File: src/rtl/ahb_lite_regbus_bridge.sv
// AHB-Lite slave to simple register bus: one strobe cycle per transfer, waits for
// rb_ack/rb_err with an optional timeout, and returns the two-cycle AHB ERROR response.
module ahb_lite_regbus_bridge #(
   parameter int unsigned ADDR_WIDTH = 32,
   parameter int unsigned TIMEOUT    = 255
) (
   input  logic                  aclk,
   input  logic                  reset,
   input  logic [ADDR_WIDTH-1:0] haddr,
   input  logic [1:0]            htrans,
   input  logic                  hwrite,
   input  logic [2:0]            hsize,
   input  logic [2:0]            hburst,
   input  logic [3:0]            hprot,
   input  logic                  hmastlock,
   input  logic [31:0]           hwdata,
   output logic [31:0]           hrdata,
   output logic                  hready,
   output logic                  hresp,
   output logic [ADDR_WIDTH-1:0] rb_addr,
   output logic [31:0]           rb_wdata,
   output logic [3:0]            rb_wstrb,
   output logic                  rb_wr,
   output logic                  rb_rd,
   input  logic [31:0]           rb_rdata,
   input  logic                  rb_ack,
   input  logic                  rb_err
);

   localparam int unsigned CW = (TIMEOUT > 0) ? $clog2(TIMEOUT + 1) : 1;
   localparam logic [CW-1:0] CNT_LAST = CW'((TIMEOUT > 0) ? TIMEOUT - 1 : 0);

   typedef enum logic [2:0] {IDLE, REQ, WAIT, DONE, ERR1, ERR2} state_t;

   state_t        state, state_nxt;
   logic [CW-1:0] cnt;
   logic          wr_q;
   logic          start, legal, busy, timed_out;
   logic [3:0]    strb_calc;

   logic unused;
   assign unused = ^{hburst, hprot, hmastlock, htrans[0]};

   always_comb begin
      legal     = 1'b0;
      strb_calc = '0;
      case (hsize)
         3'd0: begin
            legal     = 1'b1;
            strb_calc = 4'b0001 << haddr[1:0];
         end
         3'd1: begin
            legal     = ~haddr[0];
            strb_calc = 4'b0011 << {haddr[1], 1'b0};
         end
         3'd2: begin
            legal     = (haddr[1:0] == 2'b00);
            strb_calc = 4'b1111;
         end
         default: ;
      endcase
   end

   assign busy      = (state == REQ) || (state == WAIT);
   assign start     = ((state == IDLE) || (state == DONE) || (state == ERR2)) && htrans[1];
   // cnt holds the number of busy cycles already completed, so the last allowed one is TIMEOUT-1
   assign timed_out = (TIMEOUT > 0) && (cnt == CNT_LAST);

   always_comb begin
      state_nxt = state;
      case (state)
         IDLE, DONE, ERR2: begin
            if (htrans[1]) state_nxt = legal ? REQ : ERR1;
            else           state_nxt = IDLE;
         end
         REQ, WAIT: begin
            if (rb_err)         state_nxt = ERR1;
            else if (rb_ack)    state_nxt = DONE;
            else if (timed_out) state_nxt = ERR1;
            else                state_nxt = WAIT;
         end
         ERR1:    state_nxt = ERR2;
         default: state_nxt = IDLE;
      endcase
   end

   always_ff @(posedge aclk) begin
      if (reset) begin
         state    <= IDLE;
         cnt      <= '0;
         wr_q     <= 1'b0;
         rb_addr  <= '0;
         rb_wstrb <= '0;
         hrdata   <= '0;
      end else begin
         state <= state_nxt;
         if (start) begin
            rb_addr  <= haddr;
            wr_q     <= hwrite;
            rb_wstrb <= strb_calc;
            cnt      <= '0;
         end else if (busy && (TIMEOUT > 0)) begin
            cnt <= cnt + CW'(1);
         end
         if (busy && rb_ack && !rb_err && !wr_q)
            hrdata <= rb_rdata;
      end
   end

   assign rb_wr    = (state == REQ) && wr_q;
   assign rb_rd    = (state == REQ) && !wr_q;
   assign rb_wdata = hwdata;
   assign hready   = !(busy || (state == ERR1));
   assign hresp    = (state == ERR1) || (state == ERR2);

endmodule

File: config.mk
export PLATFORM = sky130hd
export DESIGN_NAME = ahb_lite_regbus_bridge
export DESIGN_NICKNAME = d
export VERILOG_FILES = /design/src/rtl/ahb_lite_regbus_bridge.sv
export SDC_FILE = /design/constraint.sdc
export NUM_CORES = 1
export LEC_CHECK = 0
export BUFFER_PORTS_ARGS = -buffer_cell sky130_fd_sc_hd__buf_2
export CORE_ASPECT_RATIO = 0.9
export CORE_MARGIN = 2
export CORE_UTILIZATION = 45
export DETAILED_ROUTE_END_ITERATION = 10
export PLACE_DENSITY = 0.85
export SLEW_MARGIN = 40
export SYNTH_ARGS = -nofsm -noshare
export SYNTH_HDL_FRONTEND = slang
export SYNTH_SLANG_ARGS = --single-unit
File: constraint.sdc
create_clock -name aclk -period 3.1 [get_ports aclk]
set_input_delay 0.465 -clock aclk [delete_from_list [all_inputs] [get_ports aclk]]
set_output_delay 0.465 -clock aclk [all_outputs]
set_load 0.005 [all_outputs]
# Word-level counts from Yosys, hierarchy flattened
# Index checks and enable logic that the tools add are counted.
[op_classes]
n_bitwise = 1
eq_ne = 8
muxes = 8
n_addsub = 1
n_reduce_logical = 20
shifts = 2
[op_table]
columns = ["cell", "n"]
rows = [
  ["$mux W3", 5],
  ["$pmux W4 S3", 1],
  ["$eq A3 B2 Y1 const B", 3],
  ["$pmux W3 S3", 1],
  ["$add A8 B1 Y8 const B", 1],
  ["$eq A8 B8 Y1 const B", 1],
  ["$eq A3 B1 Y1 const B", 2],
  ["$eq A3 B3 Y1 const B", 2],
  ["$logic_and A1 B1 Y1", 6],
  ["$logic_not A3 Y1", 2],
  ["$logic_or A1 B1 Y1", 5],
  ["$reduce_or A2 Y1", 2],
  ["$shl A1 B2 Y4 const A", 1],
  ["$shl A2 B2 Y4 const A", 1],
  ["$logic_not A1 Y1", 3],
  ["$pmux W1 S3", 1],
  ["$reduce_or A3 Y1", 1],
  ["$logic_not A2 Y1", 1],
  ["$not A1 Y1", 1],
]
[word_totals]
output_inout_bits = 104
wordCells = 46
regBits = 80

# Logic depth before layout (Yosys ltp)
[depth]
depth_word = 5
ltp_mapped = 7
ltp_nobuf = 6

# Worst setup path before layout
# Ideal clock, no wire load.
[synth_timing]
path_type = "register -> register"
start = "register state[1]"
end = "register hrdata[10]"
period_less_slack_ns = 1.626
t_required_ns = 2.968
arrival_ns = 1.494
stages_incl_launch_ff = 8
slack_ns = 1.474
path_cell_list = "dfxtp_1 > buf_2 > xnor2_2 > or4_1 > buf_2 > buf_6 > nand2_1 > a21oi_1"
[synth_between]
elab_chain_len = 5
elab_cells_between_ends = 6
[synth_rtl]
columns = ["element", "line_no", "text"]
rows = [
  ["start, declared", "35", "state_t state, state_nxt;"],
  ["start signal, assigned", "96", "state <= state_nxt;"],
  ["$eq A3 B1 Y1 or $eq A3 B2 Y1 (tied branches)", "64", "assign busy = (state == REQ) || (state == WAIT);"],
  ["$logic_or A1 B1 Y1 (*)", "64", ""],
  ["$logic_and A1 B1 Y1 (*) (3 in series)", "105", "if (busy && rb_ack && !rb_err && !wr_q)"],
  ["end signal, assigned", "106", "hrdata <= rb_rdata;"],
  ["end, declared", "17", "output logic [31:0] hrdata,"],
]
# Every way passes the cells marked *; elsewhere a longest branch is shown, timed or not.
# A chain may end at the register's enable or synchronous reset.

# Worst setup path after layout
[layout_timing]
start = "register state[2]"
end = "register rb_addr[12]"
[layout_between]
elab_chain_len = 4
elab_cells_between_ends = 6
[layout_rtl]
columns = ["element", "line_no", "text"]
rows = [
  ["$eq A3 B2 Y1 or $logic_not A3 Y1 (tied branches)", "65", "assign start = ((state == IDLE) || (state == DONE) || (state == ERR2)) && htrans[1];"],
  ["$logic_or A1 B1 Y1", "65", ""],
  ["$logic_or A1 B1 Y1 (*)", "65", ""],
  ["$logic_and A1 B1 Y1 (*)", "65", ""],
  ["end signal, assigned", "98", "rb_addr <= haddr;"],
  ["end, declared", "20", "output logic [ADDR_WIDTH-1:0] rb_addr,"],
]
# Marks and branches as above.

==> flow_summary.ini <==
[placement]
routabilityCongestion = 0.875
portBuffers = 144
post-place-cells = 602
dpl.hpwl_um = 5810

[grt]
grt_usage_pct = 19.8
grt_max_degree = 61
grt_pass1_wl_um = 12900
grt-ovfl-total = 0
grt.met3_usage_pct = 6.68
antenna_found_initial = 0
grt_most_used_layer = met2
grt_pass1_vias = 3055
grtUsageMet2_pct = 36.5
met1_usage_pct = 19.6

[sta]
setup_violations = 0
fmax_mhz = 438
worst_pin_slew_ps = 602
relSlewSlack_pct = 59.8
fin_skew_ps = 11.2
hold_violations = 0
fin_crit_ps = 2280
fin_crit_sh_pct = 73.6
rsz0062_at_grt = false
finalSetupTns_ps = 0
drv_slew = 0

[power_and_ir_drop]
p_per_area_mw_per_mm2 = 574
p_leak_nw = 1.78
ir_drop_mv = 0.424

[setup_path]
critical_path.max_stage_delay_ps = 710
r2r_end = rb_addr[12]$_SDFFE_PP0P_
cp.arrival_ps = 2550
slowest_stage = dfxtp_1
crit_buf_inv = 1
rr_startpoint = state[2]$_SDFF_PP0_
crit_path_end_kind = register
worstSetupStartpointType = register
worstPathCellList = xor2_1 -> o22a_1 -> buf_4 -> nand2_1 -> a21oi_1
ff2ff_path_depth = 5
critPathMaxFanout = 28
crit_family = flip-flops
path_class = register to register
rrSetupSlack_ps = 820
required_ps = 3370

[detailed_routing]
vias = 3102
drt_pass1_iterations = 4
drc_errors = 0
drtIter0Drc = 99
wl_per_cell_um = 12.8
vias_per_cell = 5.02
ant_nets = 0
totalWireLength_um = 7930

[synthesis]
synth_seq_cells = 80
ys.flop_type = dfxtp_1
synthTopCellsByCount = nand2_1, dfxtp_1, a21oi_1
async_reset_ff_share_pct = 0
ys_seq_area_share_pct = 48.0
syn_nets = 535
synthTopCellsByArea = dfxtp_1, nand2_1, a21oi_1, buf_4, xnor2_1
synth_edf_count = 0
synthMostInstantiatedCell = nand2_1
synthCells = 419
avgSynthCellArea_um2 = 7.96
synth.distinct_cells = 38
synth_area_mm2 = 0.00333
synth_area_leader_cell = dfxtp_1
ys_warn_count = 0
synth_top_area_share_pct = 48.0

[cts]
postCtsSetupBuffers = 0
clkSinkCount = 80
worstSkewPairLatency_ps = 340
clk_pin_slew_ps = 90
postCtsHoldBufs = 0
cts_resized = 0
htreeDepth = 3
cts_made_buffers = 9
cts_root_buf = clkbuf_8
cts_max_path_buffers = 2
cts_tree = built

[finish]
layout-drive-gt1-share_pct = 32.4
finalNonFillerCells = 618
num_antenna_cells = 0
nets = 636
areaGrowthSynthToFinish_pct = 21.4

[worst_hold_path]
hold_end = rb_addr[30]$_SDFFE_PP0P_
min-delay-start = haddr[30]
whs_path_depth = 3
hold_path_class = input pin to register

[floorplanning]
start_util_pct = 46.9
row_count = 29
die-area_mm2 = 0.00811
die_w_um = 94.7
die_h_um = 85.6
coreArea_mm2 = 0.00711
ios = 218

[flow_run]
maxCapViolCount = 0

[status]
status = complete, no violations
==> where the power goes <==
group / switching, mW / leakage (nW) / internal (mW) / total, mW
logic: 0.262 / 1.03 / 0.188 / 0.450
clock network: 0.368 / 0.0924 / 0.339 / 0.707
registers: 0.0590 / 0.651 / 1.11 / 1.17
==> final cells by class <==
type	instances	area, um2
fill	652	3070
timing repair buffer	149	761
inverter	4	15.0
sequential	80	1600
clock buffer	11	151
clock inverter	5	37.5
multi-input combinational	276	1360
tap	93	116
==> worst max-delay path by stage <==
stage                                   start                       end  slack, ps  depth (start not counted)
after floorplan           state[1]$_SDFF_PP0_   hrdata[10]$_SDFFE_PP0P_       1470                          7
after global placement    state[2]$_SDFF_PP0_  rb_addr[11]$_SDFFE_PP0P_        920                          5
after detailed placement  state[2]$_SDFF_PP0_  rb_addr[12]$_SDFFE_PP0P_        830                          5
after CTS                 state[2]$_SDFF_PP0_  rb_addr[12]$_SDFFE_PP0P_        810                          5
after global routing      state[2]$_SDFF_PP0_  rb_addr[12]$_SDFFE_PP0P_        650                          5
final                     state[2]$_SDFF_PP0_  rb_addr[12]$_SDFFE_PP0P_        820                          5
==> cell families (layout without fill, tap and decap cells) <==
| family | Yosys count | in the layout | synth area share [%] |
|---|---|---|---|
| AOI/OAI and AO/OA | 87 | 87 | 14.2 |
| adders and majority gates | 2 | 2 | 0.751 |
| buffers and inverters | 63 | 169 | 11.7 |
| DFF | 80 | 80 | 48.0 |
| xor gates and xnor gates | 9 | 9 | 2.59 |
| and+or+nand+nor | 178 | 178 | 22.7 |
==> routing by layer <==
metal  vias up  share of wire, %
li1       1548                 -
met1      1412                39
met2       121                50
met3        21               8.1
met4         0               2.1
met5         -                 0
==> sequential cells by signal, indices dropped and copies added (netlist names) <==
| signal | flops |
|---|---|
| state | 3 |
| wr_q | 1 |
| rb_addr | 32 |
| rb_wstrb | 4 |
| cnt | 8 |
| hrdata | 32 |
==> layout by cell type, fill, tap and decap left out, drive strengths merged, types with 2 or more instances in the layout <==
| cell | instances |
|---|---|
| nor3 | 12 |
| a21oi | 75 |
| a21o | 2 |
| xnor2 | 8 |
| nand4 | 2 |
| clkbuf | 11 |
| clkinvlp | 2 |
| nor4 | 4 |
| dfxtp | 80 |
| nand3 | 2 |
| o211ai | 2 |
| nor2 | 7 |
| nor4b | 2 |
| inv | 6 |
| buf | 149 |
| nand2b | 4 |
| ha | 2 |
| nand2 | 137 |
==> tightest hold or removal path, cell delays in order <==
cell and delay [ps]:
buf_2 90, nand2_1 40, a21oi_1 50
==> per-stage QoR <==
step	power, mW	area, um2	utilization, %	setup slack [ps]	hold slack (ps)
6_report	2.32	4050	56.9	819	350
2_1_floorplan	1.48	3330	-	1470	448
5_1_grt	2.46	4050	56.9	646	337
3_3_place_gp	1.62	3850	54.2	921	439
3_5_place_dp	1.64	3860	54.2	830	440
4_1_cts	2.36	4050	56.9	814	327
Power figures use the tool's default switching activity.
